### config.mk
export PLATFORM = sky130hd
export DESIGN_NAME = alu_serial_front_end_flat
export DESIGN_NICKNAME = d
export VERILOG_FILES = /design/src/rtl/alu_serial_front_end_if.sv /design/src/rtl/alu_serial_front_end.sv /design/src/flat_wrapper.sv
export SDC_FILE = /design/constraint.sdc
export NUM_CORES = 1
export LEC_CHECK = 0
export ABC_CLOCK_PERIOD_IN_PS = 5100
export BUFFER_PORTS_ARGS = -buffer_cell sky130_fd_sc_hd__clkbuf_2
export CORE_ASPECT_RATIO = 0.9
export CORE_MARGIN = 8
export CORE_UTILIZATION = 30
export CTS_CLUSTER_DIAMETER = 100
export DETAILED_ROUTE_END_ITERATION = 10
export GPL_ROUTABILITY_DRIVEN = 1
export GPL_TIMING_DRIVEN = 0
export SYNTH_ARGS = -nofsm -noshare
export SYNTH_HDL_FRONTEND = slang
export SYNTH_SLANG_ARGS = --single-unit
### constraint.sdc
create_clock -name clk -period 5.1 [get_ports clk]
set_clock_uncertainty 0.1 [all_clocks]
set_input_delay 1.02 -clock clk [delete_from_list [all_inputs] [get_ports clk]]
set_output_delay 1.02 -clock clk [all_outputs]
set_load 0.05 [all_outputs]
### src/rtl/alu_serial_front_end_if.sv
// Host-side pin bundle of the ALU serial front end: enable, data bus,
// strobe/ack inputs, result bus and flag/status outputs.
interface alu_serial_front_end_if;
    logic       ena;
    logic [7:0] ui_in;
    logic [7:0] uio_in;
    logic [7:0] uo_out;
    logic [7:0] uio_out;
    logic [7:0] uio_oe;

    modport master (
        output ena, ui_in, uio_in,
        input  uo_out, uio_out, uio_oe
    );

    modport slave (
        input  ena, ui_in, uio_in,
        output uo_out, uio_out, uio_oe
    );
endinterface

### src/rtl/alu_serial_front_end.sv
// Host front end for the 8-bit ALU tile: collects A, B and opcode over one
// strobed byte bus, executes, and holds result + flags until acknowledged.
module alu_serial_front_end #(
    parameter int unsigned SYNC_STAGES    = 2,
    parameter int unsigned TIMEOUT_CYCLES = 255
) (
    input logic                   clk,
    input logic                   rst_n,
    alu_serial_front_end_if.slave bus
);

    typedef enum logic [2:0] {
        S_LOAD_A,
        S_LOAD_B,
        S_LOAD_OP,
        S_EXEC,
        S_RESULT
    } state_t;

    localparam logic [15:0] TIMEOUT_LAST = 16'(TIMEOUT_CYCLES - 1);

    state_t                 state_q, state_d;
    logic [7:0]             a_q, a_d;
    logic [7:0]             b_q, b_d;
    logic [1:0]             op_q, op_d;
    logic [7:0]             result_q, result_d;
    logic                   carry_q, carry_d;
    logic                   zero_q, zero_d;
    logic                   err_q, err_d;
    logic [15:0]            cnt_q, cnt_d;
    logic [SYNC_STAGES-1:0] stb_sync_q, ack_sync_q;
    logic                   stb_prev_q, ack_prev_q;
    logic                   stb_edge, ack_edge;
    logic [8:0]             alu_out;
    logic                   valid;
    logic [1:0]             phase;
    logic                   unused_uio;

    assign unused_uio = ^bus.uio_in[7:2];

    // Synchronizers and edge detectors run regardless of ena, so edges seen
    // while the tile is disabled are consumed and lost.
    // NOTE: every clocked process uses non-blocking assignments so all flops
    // update from the same pre-edge values.
    always_ff @(posedge clk or negedge rst_n) begin
        if (!rst_n) begin
            stb_sync_q <= '0;
            ack_sync_q <= '0;
            stb_prev_q <= 1'b0;
            ack_prev_q <= 1'b0;
        end else begin
            stb_sync_q <= {stb_sync_q[SYNC_STAGES-2:0], bus.uio_in[0]};
            ack_sync_q <= {ack_sync_q[SYNC_STAGES-2:0], bus.uio_in[1]};
            stb_prev_q <= stb_sync_q[SYNC_STAGES-1];
            ack_prev_q <= ack_sync_q[SYNC_STAGES-1];
        end
    end

    assign stb_edge = stb_sync_q[SYNC_STAGES-1] & ~stb_prev_q;
    assign ack_edge = ack_sync_q[SYNC_STAGES-1] & ~ack_prev_q;

    // Bit 8 is carry for ADD and borrow for SUB (9-bit wrap when A < B).
    always_comb begin
        unique case (op_q)
            2'b00:   alu_out = {1'b0, a_q} + {1'b0, b_q};
            2'b01:   alu_out = {1'b0, a_q} - {1'b0, b_q};
            2'b10:   alu_out = {1'b0, a_q & b_q};
            default: alu_out = {1'b0, a_q | b_q};
        endcase
    end

    // NOTE: every next-state signal is defaulted to its current value before
    // the case so no path through this block can infer a latch.
    always_comb begin
        state_d  = state_q;
        a_d      = a_q;
        b_d      = b_q;
        op_d     = op_q;
        result_d = result_q;
        carry_d  = carry_q;
        zero_d   = zero_q;
        err_d    = err_q;
        cnt_d    = cnt_q;
        if (bus.ena) begin
            unique case (state_q)
                S_LOAD_A: begin
                    cnt_d = '0;
                    if (stb_edge) begin
                        a_d     = bus.ui_in;
                        err_d   = 1'b0;
                        state_d = S_LOAD_B;
                    end
                end
                S_LOAD_B, S_LOAD_OP: begin
                    // An accepted byte takes priority over a coincident expiry.
                    if (stb_edge) begin
                        cnt_d = '0;
                        if (state_q == S_LOAD_B) begin
                            b_d     = bus.ui_in;
                            state_d = S_LOAD_OP;
                        end else begin
                            op_d    = bus.ui_in[1:0];
                            state_d = S_EXEC;
                        end
                    end else if (cnt_q == TIMEOUT_LAST) begin
                        cnt_d   = '0;
                        err_d   = 1'b1;
                        state_d = S_LOAD_A;
                    end else begin
                        cnt_d = cnt_q + 16'd1;
                    end
                end
                S_EXEC: begin
                    cnt_d    = '0;
                    result_d = alu_out[7:0];
                    carry_d  = alu_out[8];
                    zero_d   = (alu_out[7:0] == 8'h00);
                    state_d  = S_RESULT;
                end
                S_RESULT: begin
                    cnt_d = '0;
                    if (ack_edge) state_d = S_LOAD_A;
                end
                default: state_d = S_LOAD_A;
            endcase
        end
    end

    always_ff @(posedge clk or negedge rst_n) begin
        if (!rst_n) begin
            state_q  <= S_LOAD_A;
            a_q      <= '0;
            b_q      <= '0;
            op_q     <= '0;
            result_q <= '0;
            carry_q  <= 1'b0;
            zero_q   <= 1'b0;
            err_q    <= 1'b0;
            cnt_q    <= '0;
        end else begin
            state_q  <= state_d;
            a_q      <= a_d;
            b_q      <= b_d;
            op_q     <= op_d;
            result_q <= result_d;
            carry_q  <= carry_d;
            zero_q   <= zero_d;
            err_q    <= err_d;
            cnt_q    <= cnt_d;
        end
    end

    always_comb begin
        unique case (state_q)
            S_LOAD_A:  phase = 2'b00;
            S_LOAD_B:  phase = 2'b01;
            S_LOAD_OP: phase = 2'b10;
            default:   phase = 2'b11;
        endcase
    end

    assign valid       = (state_q == S_RESULT);
    assign bus.uo_out  = result_q;
    assign bus.uio_out = {err_q, zero_q, carry_q, valid, phase, 2'b00};
    assign bus.uio_oe  = 8'hFC;

endmodule

### src/flat_wrapper.sv
// flat-port wrapper written by rule: the top's interface ports become plain ports
module alu_serial_front_end_flat 
#(
    parameter int unsigned SYNC_STAGES    = 2,
    parameter int unsigned TIMEOUT_CYCLES = 255
)
  (clk, rst_n, bus_ena, bus_ui_in, bus_uio_in, bus_uo_out, bus_uio_out, bus_uio_oe);
  alu_serial_front_end_if bus_i ();
  input logic clk;
  input logic rst_n;
  input wire logic [$bits(bus_i.ena)-1:0] bus_ena;
  input wire logic [$bits(bus_i.ui_in)-1:0] bus_ui_in;
  input wire logic [$bits(bus_i.uio_in)-1:0] bus_uio_in;
  output wire logic [$bits(bus_i.uo_out)-1:0] bus_uo_out;
  output wire logic [$bits(bus_i.uio_out)-1:0] bus_uio_out;
  output wire logic [$bits(bus_i.uio_oe)-1:0] bus_uio_oe;
  assign bus_i.ena = bus_ena;
  assign bus_i.ui_in = bus_ui_in;
  assign bus_i.uio_in = bus_uio_in;
  assign bus_uo_out = bus_i.uo_out;
  assign bus_uio_out = bus_i.uio_out;
  assign bus_uio_oe = bus_i.uio_oe;
  alu_serial_front_end #(.SYNC_STAGES(SYNC_STAGES), .TIMEOUT_CYCLES(TIMEOUT_CYCLES)) u_core (.clk(clk), .rst_n(rst_n), .bus(bus_i));
endmodule
==> out/results.tsv <==
metric	value	unit
outcome	complete, no violations	
ctsResizeCount	0	
vias	2337	
routedWlPerCell	12.6	um
start_util	30.8	%
async_flop_share	100	%
finalSetupViolations	0	
vdd.ir_drop.worst	0.000299	V
grt_pass1_wl	10800	um
end_kind	flip-flop	
path_clk_slew	0.07	ns
finalPower	2.52	mW
drive_above_1_share	21.1	%
pin_count	43	
numCtsBuffers	5	
cts_tree	yes	
period_needed	3.14	ns
post-cts-setup-buffers	0	
critPathArrivalTime	3.27	ns
crit_path_end	u_core.bus.uo_out[6]	
grt-ovfl-total	0	
gp_congestion	0.821	
synth_area	3150	um2
drtIter0Drc	140	
p_int	1.40	mW
p_per_area	686	nW/um2
synth-main-ff-cell	dfrtp_1	
antenna_found_initial	0	
clockRootBuffer	clkbuf_16	
totalNegativeSetupSlack	0	ns
reg2reg_to	u_core.bus.uo_out[6]	
fillers	1055	
synthCells	326	
synth_edf_count	0	
relSlewSlack	62.6	%
drv_slew	0	
portBuffers	26	
ys_warn_count	0	
maxCapViolations	0	
cts_hold_buf	0	
synth.distinct_cells	47	
reg2reg_slack	1.96	ns
dp_slack	1.96	ns
htreeDepth	2	
avgSynthCellArea	9.67	um2
syn_to_final_growth	16.5	%
hpwl	4770	um
worstPathMaxFanout	10	
grt-busiest-layer	met2	
worstPathRequired	5.23	ns
hold_violations	0	
wl	6300	um
drc_errors	0	
avgViaCountPerCell	4.69	
crit_start	u_core.op_q[1]	
hold_slack	0.249	ns
antennaDiodeCount	0	
ant_nets	0	
hold_depth	0	
setup_ws	1.96	ns
rsz0062_at_grt	no	
tightestPinTransition	0.560	ns
path_class	flip-flop to flip-flop	
netSwitchingPower	1.12	mW
use_met1	13.1	%
grtUsageTotal	9.30	%
max_freq	0.318	GHz
post-synth-top-area-fraction	42.9	%
p_leak	1.68	nW
dr.pass1.iters	4	
hold_class	flip-flop to flip-flop	
num-nets-final	401	
clk_latency	0.29	ns
cts_sinks	54	
synthTopCellsByArea	dfrtp_1 43%, mux2_2 7.5%, ha_1 5.2%	
die_h	113	um
ys_ff_latch	54	
clockBufferDepth	2	
die_w	124	um
grtUsageMet2	13.4	%
synth_top_area_cell	dfrtp_1	
synth_commonest_cells	54 x dfrtp_1, 30 x nand2_1, 26 x nor2_1	
rows	35	
timing.rr.start	u_core.op_q[1]	
sw_frac_of_total	44.5	%
core_area	10200	um2
worstRegToRegCells	11	
p_seq_share	26.6	%
grtUsageMet3	1.94	%
fin_crit_sh	61.6	%
clkPwrFrac	15.8	%
startpoint_type	flip-flop	
grt_max_degree	55	
grt_pass1_vias	2234	
pwr-share-comb	57.5	%
ys_seq_area_share	42.9	%
yosysMostFrequentCell	dfrtp_1	
dieArea	14100	um2
==> area by class of cell <==
| type | instances | area [um2] | area share [%] |
|---|---|---|---|
| multi-input cells | 241 | 1620 | 44.2 |
| flip-flops and latches | 54 | 1350 | 36.8 |
| well taps | 129 | 161 | 4.40 |
| repair buffers | 27 | 150 | 4.09 |
| plain buffers | 23 | 148 | 4.02 |
| clock buffers | 6 | 139 | 3.78 |
| inverters | 16 | 60.1 | 1.64 |
| clock inverters | 2 | 38.8 | 1.06 |
==> critical path, cell delays in order, from the launching register on <==
cell,delay [ns]
dfrtp_1,0.36
clkbuf_1,0.20
nor2b_1,0.15
clkbuf_1,0.26
mux2_2,0.41
fa_1,0.43
nand2b_1,0.19
a21oi_1,0.17
o21ai_0,0.15
nor3b_1,0.17
o31ai_1,0.28
mux2_2,0.21
==> kinds of logic after synthesis <==
group | count (synthesis) | share of synthesized area (%)
AOI/OAI and AO/OA | 65 | 13.2
xor gates and xnor gates | 16 | 4.44
adders and majority gates | 18 | 7.06
buffers and inverters | 39 | 6.59
DFF | 54 | 42.9
muxes | 21 | 7.50
other | 2 | 0.238
and+or+nand+nor | 111 | 18.1
==> power by group through the flow <==
stage / combinational (mW) / sequential, mW / clock, mW
finish: 1.45 / 0.671 / 0.398
global route: 1.63 / 0.691 / 0.427
CTS: 1.45 / 0.670 / 0.410
detailed placement: 1.44 / 0.677 / 0
global placement: 1.42 / 0.671 / 0
floorplan: 1.09 / 0.742 / 0
==> per-stage QoR <==
| stage | cell area [um2] | util [%] | instances |
|---|---|---|---|
| after global placement | 3470 | 33.9 | 489 |
| after floorplan | 3180 | - | 334 |
| after global routing | 3670 | 35.8 | 498 |
| after detailed placement | 3470 | 33.9 | 489 |
| after CTS | 3650 | 35.6 | 497 |
| final | 3670 | 35.8 | 498 |
==> cell usage in the layout (no fill, tap or decap), drive strengths merged, types with 5 or more instances in the layout <==
| master | count |
|---|---|
| dfrtp | 54 |
| clkbuf | 38 |
| nand2 | 30 |
| o21ai | 27 |
| nor2 | 26 |
| mux2 | 21 |
| buf | 18 |
| inv | 17 |
| ha | 13 |
| a21oi | 12 |
| xnor2 | 10 |
| conb | 10 |
| nand3 | 9 |
| and3 | 8 |
| o31ai | 7 |
| nand4 | 7 |
| xor2 | 6 |
| nor3 | 6 |
| nor2b | 5 |
==> flip-flops by register name (all words and copies together) (netlist names) <==
register	flops
u_core.bus.uo_out	8
u_core.cnt_q	16
u_core.carry_q	1
u_core.a_q	8
u_core.b_q	8
u_core.err_q	1
u_core.op_q	2
u_core.state_q	3
u_core.ack_prev_q	1
u_core.stb_prev_q	1
u_core.stb_sync_q	2
u_core.ack_sync_q	2
u_core.zero_q	1
==> metal layers <==
metal / wire length (um) / share of wire (%)
met1: 3180 / 51
met2: 2620 / 42
met3: 398 / 6.3
met4: 96 / 1.5
met5: 0 / 0
==> worst min path at each step <==
stage                              start                   end  slack (ns)
finish              u_core.stb_sync_q[0]  u_core.stb_sync_q[1]        0.25
global route        u_core.stb_sync_q[0]  u_core.stb_sync_q[1]        0.26
CTS                 u_core.stb_sync_q[0]  u_core.stb_sync_q[1]        0.25
detailed placement  u_core.stb_sync_q[0]  u_core.stb_sync_q[1]        0.23
global placement    u_core.ack_sync_q[0]  u_core.ack_sync_q[1]        0.24
floorplan           u_core.ack_sync_q[0]  u_core.ack_sync_q[1]        0.23
Note: power is estimated with default switching activity, not from simulation.
